$ cat src/rtl/csr_pkg.sv
// Shared definitions for the machine-mode trap/MRET sequencer.
// Latency: n/a (types, constants and pure functions only).
// Backpressure: n/a.
package csr_pkg;

  typedef enum logic [2:0] {
    IDLE,
    T_EPC,
    T_CAUSE,
    T_TVAL,
    T_STATUS,
    T_REDIR,
    M_STATUS,
    M_REDIR
  } state_e;

  localparam logic [11:0] CSR_MSTATUS = 12'h300;
  localparam logic [11:0] CSR_MTVEC   = 12'h305;
  localparam logic [11:0] CSR_MEPC    = 12'h341;
  localparam logic [11:0] CSR_MCAUSE  = 12'h342;
  localparam logic [11:0] CSR_MTVAL   = 12'h343;

  localparam int MSTATUS_MIE    = 3;
  localparam int MSTATUS_MPIE   = 7;
  localparam int MSTATUS_MPP_LO = 11;
  localparam int MSTATUS_MPP_HI = 12;

  // Trap entry: stash MIE into MPIE, disable interrupts, previous mode = M.
  function automatic logic [31:0] trap_mstatus(input logic [31:0] old);
    logic [31:0] v;
    v = old;
    v[MSTATUS_MPIE] = old[MSTATUS_MIE];
    v[MSTATUS_MIE]  = 1'b0;
    v[MSTATUS_MPP_HI:MSTATUS_MPP_LO] = 2'b11;
    return v;
  endfunction

  // MRET: restore MIE from MPIE, set MPIE, this core only has M-mode.
  function automatic logic [31:0] mret_mstatus(input logic [31:0] old);
    logic [31:0] v;
    v = old;
    v[MSTATUS_MIE]  = old[MSTATUS_MPIE];
    v[MSTATUS_MPIE] = 1'b1;
    v[MSTATUS_MPP_HI:MSTATUS_MPP_LO] = 2'b11;
    return v;
  endfunction

endpackage

$ cat src/rtl/csr_trap_ctrl.sv
// Sequences trap entry (mepc/mcause/mtval/mstatus writes + vector redirect) and MRET.
// Latency: ack in the request cycle; trap redirect 5 cycles later, MRET redirect 2 cycles later.
// Backpressure: requests are held by the requester; ignored while busy, pipeline writes granted only in idle.
module csr_trap_ctrl
  import csr_pkg::*;
(
  input  logic        clk,
  input  logic        rst,
  input  logic        trap_req,
  input  logic [31:0] trap_cause,
  input  logic [31:0] trap_epc,
  input  logic [31:0] trap_tval,
  input  logic        mret_req,
  output logic        trap_ack,
  output logic        mret_ack,
  input  logic        instr_req,
  input  logic [11:0] instr_addr,
  input  logic [31:0] instr_wdata,
  output logic        instr_gnt,
  output logic        csr_we,
  output logic [11:0] csr_waddr,
  output logic [31:0] csr_wdata,
  output logic [11:0] csr_raddr,
  input  logic [31:0] csr_rdata,
  output logic        redirect_valid,
  output logic [31:0] redirect_pc,
  output logic        busy
);

  state_e      state;
  logic [31:0] cause_q;
  logic [31:0] epc_q;
  logic [31:0] tval_q;
  logic [31:0] tvec_base;
  logic [31:0] tvec_off;
  logic [31:0] trap_target;

  // Sequencer state and trap context captured at acceptance.
  always_ff @(posedge clk or posedge rst) begin
    if (rst) begin
      state   <= IDLE;
      cause_q <= '0;
      epc_q   <= '0;
      tval_q  <= '0;
    end else begin
      case (state)
        IDLE: begin
          if (trap_req) begin
            cause_q <= trap_cause;
            epc_q   <= trap_epc;
            tval_q  <= trap_tval;
            state   <= T_EPC;
          end else if (mret_req) begin
            state <= M_STATUS;
          end
        end
        T_EPC:    state <= T_CAUSE;
        T_CAUSE:  state <= T_TVAL;
        T_TVAL:   state <= T_STATUS;
        T_STATUS: state <= T_REDIR;
        T_REDIR:  state <= IDLE;
        M_STATUS: state <= M_REDIR;
        M_REDIR:  state <= IDLE;
        default:  state <= IDLE;
      endcase
    end
  end

  // Vector target: vectored mode (01) offsets interrupts by 4*cause; modes 1x behave as direct.
  assign tvec_base   = csr_rdata & ~32'h3;
  assign tvec_off    = ((csr_rdata[1:0] == 2'b01) && cause_q[31]) ? {cause_q[29:0], 2'b00} : '0;
  assign trap_target = tvec_base + tvec_off;

  // Read address depends on state only, so the returned data never feeds back into it.
  always_comb begin
    csr_raddr = '0;
    if (!rst) begin
      case (state)
        T_STATUS, M_STATUS: csr_raddr = CSR_MSTATUS;
        T_REDIR:            csr_raddr = CSR_MTVEC;
        M_REDIR:            csr_raddr = CSR_MEPC;
        default:            csr_raddr = '0;
      endcase
    end
  end

  // Per-state output decode; everything is forced low while reset is asserted.
  always_comb begin
    trap_ack       = 1'b0;
    mret_ack       = 1'b0;
    instr_gnt      = 1'b0;
    csr_we         = 1'b0;
    csr_waddr      = '0;
    csr_wdata      = '0;
    redirect_valid = 1'b0;
    redirect_pc    = '0;
    busy           = 1'b0;
    if (!rst) begin
      busy = (state != IDLE);
      case (state)
        IDLE: begin
          trap_ack = trap_req;
          mret_ack = mret_req && !trap_req;
          if (instr_req && !trap_req && !mret_req) begin
            instr_gnt = 1'b1;
            csr_we    = 1'b1;
            csr_waddr = instr_addr;
            csr_wdata = instr_wdata;
          end
        end
        T_EPC: begin
          csr_we    = 1'b1;
          csr_waddr = CSR_MEPC;
          csr_wdata = epc_q & ~32'h3;
        end
        T_CAUSE: begin
          csr_we    = 1'b1;
          csr_waddr = CSR_MCAUSE;
          csr_wdata = cause_q;
        end
        T_TVAL: begin
          csr_we    = 1'b1;
          csr_waddr = CSR_MTVAL;
          csr_wdata = tval_q;
        end
        T_STATUS: begin
          csr_we    = 1'b1;
          csr_waddr = CSR_MSTATUS;
          csr_wdata = trap_mstatus(csr_rdata);
        end
        T_REDIR: begin
          redirect_valid = 1'b1;
          redirect_pc    = trap_target;
        end
        M_STATUS: begin
          csr_we    = 1'b1;
          csr_waddr = CSR_MSTATUS;
          csr_wdata = mret_mstatus(csr_rdata);
        end
        M_REDIR: begin
          redirect_valid = 1'b1;
          redirect_pc    = csr_rdata;
        end
        default: ;
      endcase
    end
  end

endmodule

$ cat config.mk
export PLATFORM = sky130hd
export DESIGN_NAME = csr_trap_ctrl
export DESIGN_NICKNAME = d
export VERILOG_FILES = /design/src/rtl/csr_pkg.sv /design/src/rtl/csr_trap_ctrl.sv
export SDC_FILE = /design/constraint.sdc
export NUM_CORES = 1
export LEC_CHECK = 0
export CORE_AREA = 5 5 133 135
export DETAILED_ROUTE_END_ITERATION = 10
export DIE_AREA = 0 0 138 140
export GPL_TIMING_DRIVEN = 1
export PLACE_DENSITY = 0.78
export SYNTH_ARGS = -nofsm -noshare
export SYNTH_HDL_FRONTEND = slang
export SYNTH_SLANG_ARGS = --single-unit
$ cat constraint.sdc
create_clock -name clk -period 9.6 [get_ports clk]
set_input_delay 0.96 -clock clk [delete_from_list [all_inputs] [get_ports clk]]
set_output_delay 0.96 -clock clk [all_outputs]
set_load 0.01 [all_outputs]
==> results.json, run 1 <==
{
  "port_buffers": 261,
  "endpoint": "redirect_pc[30]",
  "drive_gt1_frac": 0.1478,
  "clock_sinks": 97,
  "cts_buffers": 9,
  "final_common_cell": "clkdlybuf4s50_1",
  "max-cap-violations": 0,
  "worstRegToRegCells": 4,
  "p_leak_nw": 3.939,
  "ioPinCount": 271,
  "cp_max_fo": 30,
  "dp.cells": 1185,
  "synth_cells": 743,
  "clk_latency_ns": 0.36,
  "tns_ns": 0,
  "power.internal_w": 0.001402,
  "fin_ws_ns": 3.227,
  "rsz0062_at_grt": "no",
  "seqCellArea_um2": 2427,
  "critical_path.startpoint": "csr_rdata[0]",
  "grt_pass1_vias": 6859,
  "start_kind": "primary input",
  "wire_per_inst_um": 20.07,
  "p_comb_frac": 0.496,
  "post-route-period-util": 0.6638,
  "max_freq_mhz": 156.9,
  "yosys_most_used_dff": "dfrtp_1",
  "core_area_um2": 16350,
  "hold_violations": 0,
  "ys_types": 61,
  "pwr-share-clk": 0.159,
  "timing.rr.start": "state[2]",
  "endpoint_kind": "output pin",
  "slowest_delay_ns": 0.90,
  "hold_start": "tval_q[7]",
  "cp.arrival_ns": 5.41,
  "crit_top_cell": "clkdlybuf4s50_1",
  "slowest_stage": "nor2_2",
  "min_period_ns": 6.373,
  "stdcell_count": 1201,
  "num_rows": 47,
  "layout_common_cells": "261 x clkdlybuf4s50_1, 97 x dfrtp_1, 95 x mux2_2",
  "ff2ff_setup_slack_ns": 6.56,
  "min_path_type": "reg -> reg",
  "slew-limit-headroom": 0.2011,
  "drc": 0,
  "p_sw_w": 0.0008924,
  "syn_area_um2": 6997,
  "hold_slack_ns": 0.5084,
  "tightest_slew_ns": 1.197,
  "postCtsSetupBuffers": 0,
  "die_y_um": 140,
  "cts_tree": "built",
  "num-nets-final": 1183,
  "die_w_um": 138,
  "htreeDepth": 3,
  "dr_total_vias": 6750,
  "wl_um": 24110,
  "ir_worst_vdd_mv": 0.1329,
  "diodes": 0,
  "criticalPathCategory": "in -> out",
  "drtIter0Drc": 440,
  "finalSetupViolCount": 0,
  "power.density_nw_per_um2": 229.5,
  "multiInputGateArea_um2": 4268,
  "grt_pass1_wl_um": 37170,
  "power_frac_seq": 0.345,
  "start_util": 0.4280,
  "ys_ff_latch": 97,
  "cpLargestDelayFamily": "simple AND/OR/NAND/NOR gates",
  "place_area_um2": 9702,
  "cts_root_buffer": "clkbuf_16",
  "worstPathRequired_ns": 8.64,
  "drtPass1Iterations": 5,
  "syn_to_final_growth_pct": 42.86,
  "yosys_warnings": 0,
  "synth-seq-area-share": 0.3469,
  "grtUsageTotal": 0.2380,
  "synth_edf_count": 0,
  "final_area_um2": 9996,
  "worst-path-stages": 16,
  "gr-total-overflow": 0,
  "hpwl_um": 18280,
  "crit_chain": "clkdlybuf4s50_1 > nand2_1 > nor2_2 > and2_1 > ha_1 > inv_1 > fa_1 > nor2b_4 > o211ai_1 > a21oi_2 > o31ai_4 > o31ai_2 > a211oi_2 > xor2_1 > o21ai_1 > clkdlybuf4s50_1",
  "post-place-ws_ns": 3.195,
  "switching_share": 0.3890,
  "antenna_found_initial": 0,
  "dieArea_um2": 19320,
  "crit_buf_inv": 3,
  "ctsResizeCount": 0,
  "holdBufCountCts": 0,
  "slew_violations": 0,
  "fin_skew_ns": 0.01028,
  "gp_congestion": 0.8970,
  "antenna_left": 0,
  "status": "completed",
  "r2r-end": "epc_q[16]",
  "cts.clk_slew.worst_paths_ns": 0.07,
  "clockBufferDepth": 2,
  "grt_max_degree": 60,
  "fillers": 1466,
  "async_flop_share": 1.000,
  "syn_area_per_cell_um2": 9.417,
  "avgViaCountPerCell": 5.620
}
per-stage QoR:
stage,power [W],util
finish,0.002294,0.6114
global route,0.002443,0.6114
CTS,0.002306,0.6114
detailed placement,0.001936,0.5934
global placement,0.001902,0.5934
floorplan,0.001470,-
worst register-to-register path: stages (launching register included):
cell and delay, ns:
dfrtp_1 0.72, nor3_1 0.48, and2_4 0.61, buf_4 0.65, mux2_2 0.47
worst min path at each step:
stage / endpoint / slack, ns / cells past startpoint
2_1_floorplan: tval_q[0] / 0.48 / 1
3_3_place_gp: tval_q[0] / 0.49 / 1
3_5_place_dp: epc_q[3] / 0.50 / 1
4_1_cts: tval_q[23] / 0.51 / 1
5_1_grt: tval_q[2] / 0.52 / 1
6_report: tval_q[7] / 0.51 / 1
per-layer routing:
metal  global-route usage  part of all wire
met1               0.2899              0.41
met2               0.4178              0.50
met3              0.05896             0.067
met4              0.07072             0.023
met5                    0                 0
final cells by class:
class                      instances  area share
tap                              220     0.02754
timing repair buffer             270      0.2681
sequential                        97      0.2428
inverter                          13    0.005132
clock buffer                       9     0.02253
clock inverter                     7    0.006884
multi-input combinational        585      0.4270
flip-flops by register name, indices dropped and copies added, names as in the netlist:
name	count
cause_q	32
state	3
epc_q	30
tval_q	32
cell usage after synthesis, types with 9 or more instances:
library cell / count / area, µm²
xor2_1: 16 / 140.1
mux2_2: 95 / 1070
o21ai_0: 12 / 60.06
clkbuf_1: 27 / 101.4
a31oi_1: 28 / 175.2
nand4_1: 10 / 62.56
buf_2: 10 / 50.05
and3_1: 16 / 100.1
o21ai_1: 17 / 85.08
inv_1: 11 / 41.29
buf_4: 9 / 67.56
and2_1: 32 / 200.2
a22oi_1: 60 / 450.4
ha_1: 29 / 362.9
nor2_1: 49 / 183.9
nor3_1: 12 / 60.06
a21oi_1: 39 / 195.2
nand2_1: 72 / 270.3
xnor2_1: 11 / 96.34
dfrtp_1: 97 / 2427
nand3_1: 10 / 50.05
power groups by stage:
stage	registers (W)	clock network (W)	logic [W]
floorplan	0.000706	0	0.000764
global placement	0.000787	0	0.00112
detailed placement	0.000798	0	0.00114
CTS	0.000790	0.000373	0.00114
global route	0.000819	0.000388	0.00124
finish	0.000791	0.000365	0.00114
kinds of logic (layout without fill, tap and decap cells):
group / after synthesis / count (layout) / share of synthesized area
fa+ha+maj: 30 / 30 / 0.05472
mux: 100 / 100 / 0.1601
other cells: 1 / 7 / 0.0005360
buf+inv: 67 / 299 / 0.04900
simple gates: 218 / 218 / 0.1518
xor+xnor: 27 / 27 / 0.03380
flops: 97 / 97 / 0.3469
compound gates: 203 / 203 / 0.2032
Note: power is estimated with default switching activity, not from simulation.
==> run 2: changes to the inputs <==
clock period = 6.4 ns   (was 9.6 ns; I/O delays follow)
==> run 2 against run 1 <==
Net effect:
- largest cell class unchanged
- critical path type unchanged
- cell area increased by 0.38%
- worst hold slack barely moved
- clock power grew 65%
- cell count is essentially flat
- clock skew decreased by 0.0026 ns
- core utilization is 0.23 points higher
- combinational power is 49% higher
- count of clock-buffer cells in the layout stayed put
- sequential share of layout area down 0.091 points
- critical endpoint is now redirect_pc[31]
- sequential power increased by 50%
==> results.json, run 2 (synthesis gave the netlist of run 1 again) <==
{
  "status": "completed",
  "ctsResizeCount": 0,
  "cpLargestDelayFamily": "buffers and inverters",
  "min_path_type": "reg -> reg",
  "power.density_nw_per_um2": 348.8,
  "timing.rr.start": "state[2]",
  "r2r-end": "cause_q[16]",
  "tns_ns": 0,
  "multiInputGateArea_um2": 4268,
  "antenna_found_initial": 0,
  "clockBufferDepth": 2,
  "drtIter0Drc": 437,
  "slew_violations": 0,
  "cp.arrival_ns": 4.42,
  "power.internal_w": 0.002175,
  "stdcell_count": 1202,
  "num_rows": 47,
  "finalSetupViolCount": 0,
  "fin_skew_ns": 0.007721,
  "fillers": 1437,
  "cts_root_buffer": "clkbuf_16",
  "hold_start": "epc_q[11]",
  "min_period_ns": 5.057,
  "pwr-share-clk": 0.172,
  "start_util": 0.4280,
  "ioPinCount": 271,
  "endpoint_kind": "output pin",
  "gp_congestion": 0.9022,
  "post-route-period-util": 0.7902,
  "grt_pass1_wl_um": 37550,
  "ir_worst_vdd_mv": 0.2310,
  "seqCellArea_um2": 2427,
  "slew-limit-headroom": 0.3783,
  "cts_tree": "built",
  "clock_sinks": 97,
  "num-nets-final": 1184,
  "wl_um": 24240,
  "max_freq_mhz": 197.7,
  "wire_per_inst_um": 20.16,
  "criticalPathCategory": "in -> out",
  "hold_depth": 1,
  "hold_violations": 0,
  "slowest_stage": "clkdlybuf4s50_1",
  "max-cap-violations": 0,
  "gr-total-overflow": 0,
  "holdPathEnd": "epc_q[11]",
  "final_common_cell": "clkdlybuf4s50_1",
  "drc": 0,
  "crit_buf_inv": 3,
  "cts_buffers": 9,
  "dieArea_um2": 19320,
  "layout_common_cells": "261 x clkdlybuf4s50_1, 97 x dfrtp_1, 95 x mux2_2",
  "postCtsSetupBuffers": 0,
  "power_frac_seq": 0.341,
  "dp.cells": 1186,
  "hold_slack_ns": 0.5081,
  "antenna_left": 0,
  "ff2ff_setup_slack_ns": 3.35,
  "clk_latency_ns": 0.36,
  "core_area_um2": 16350,
  "drive_gt1_frac": 0.1487,
  "reg_top3": "cause_q (32), tval_q (32), epc_q (30)",
  "drtPass1Iterations": 5,
  "cts.clk_slew.worst_paths_ns": 0.07,
  "grtUsageTotal": 0.2406,
  "p_comb_frac": 0.487,
  "p_sw_w": 0.001325,
  "worstPathRequired_ns": 5.76,
  "diodes": 0,
  "port_buffers": 261,
  "tightest_slew_ns": 0.9325,
  "crit_chain": "clkdlybuf4s50_1 > nand2_1 > nor2_2 > buf_4 > and2_1 > ha_1 > a21o_1 > o21ba_4 > o221ai_2 > a31oi_2 > o221ai_2 > a21boi_2 > mux2i_1 > o22ai_1 > clkdlybuf4s50_1",
  "die_w_um": 138,
  "rsz0062_at_grt": "no",
  "htreeDepth": 3,
  "syn_to_final_growth_pct": 43.40,
  "die_y_um": 140,
  "dr_total_vias": 6746,
  "slowest_delay_ns": 0.63,
  "holdBufCountCts": 0,
  "worstRegToRegCells": 4,
  "grt_max_degree": 62,
  "cp_max_fo": 28,
  "hpwl_um": 18270,
  "start_kind": "primary input",
  "switching_share": 0.3785,
  "grt_pass1_vias": 7027,
  "avgViaCountPerCell": 5.612,
  "p_leak_nw": 3.961
}
==> run 2: cell types whose count changed in the layout (fill, tap and decap cells not counted) <==
| cell | change |
|---|---|
| clkinv_4 | -3 |
| bufinv_16 | +2 |
| clkinv_2 | +2 |
| inv_8 | -2 |
| buf_4 | +1 |
| inv_6 | +1 |
==> run 2: worst max-delay path by stage <==
stage,slack (ns),end,startpoint,cells past startpoint
after floorplan,1.53,redirect_pc[11],rst,4
after global placement,1.48,redirect_pc[31],csr_rdata[0],15
after detailed placement,1.43,redirect_pc[31],csr_rdata[0],15
after CTS,1.38,redirect_pc[31],csr_rdata[0],15
after global routing,1.11,redirect_pc[31],csr_rdata[0],14
final,1.34,redirect_pc[31],csr_rdata[0],15
==> run 2: per-layer routing <==
metal  track usage  vias up  routed length [µm]
met5             0        -                   0
met4       0.06656        0                 487
met3       0.06953       33                1801
met2        0.4229      255               12160
met1        0.2883     3273                9790
li1              -     3185                   -
==> run 2: power by group through the flow <==
stage	sequential, W	clock [W]	combinational [W]
floorplan	0.00106	0	0.00115
global placement	0.00119	0	0.00168
detailed placement	0.00120	0	0.00171
CTS	0.00119	0.000610	0.00171
global route	0.00124	0.000637	0.00185
finish	0.00119	0.000601	0.00170
==> run 2: area by class of cell <==
cell class,count,share of cell area
Sequential cell,97,0.2419
Clock inverter,7,0.009852
Tap cell,220,0.02743
Clock buffer,9,0.02245
Multi-Input combinational cell,585,0.4254
Timing Repair Buffer,271,0.2679
Inverter,13,0.005113
==> run 2: through the flow <==
step                  util  power (W)  instance area, µm²  worst slack, ns
global route        0.6137   0.003720               10030            1.113
finish              0.6137   0.003499               10030            1.343
floorplan                -   0.002205                7019            1.533
detailed placement  0.5939   0.002908                9709            1.427
CTS                 0.6137   0.003513               10030            1.376
global placement    0.5939   0.002861                9709            1.483
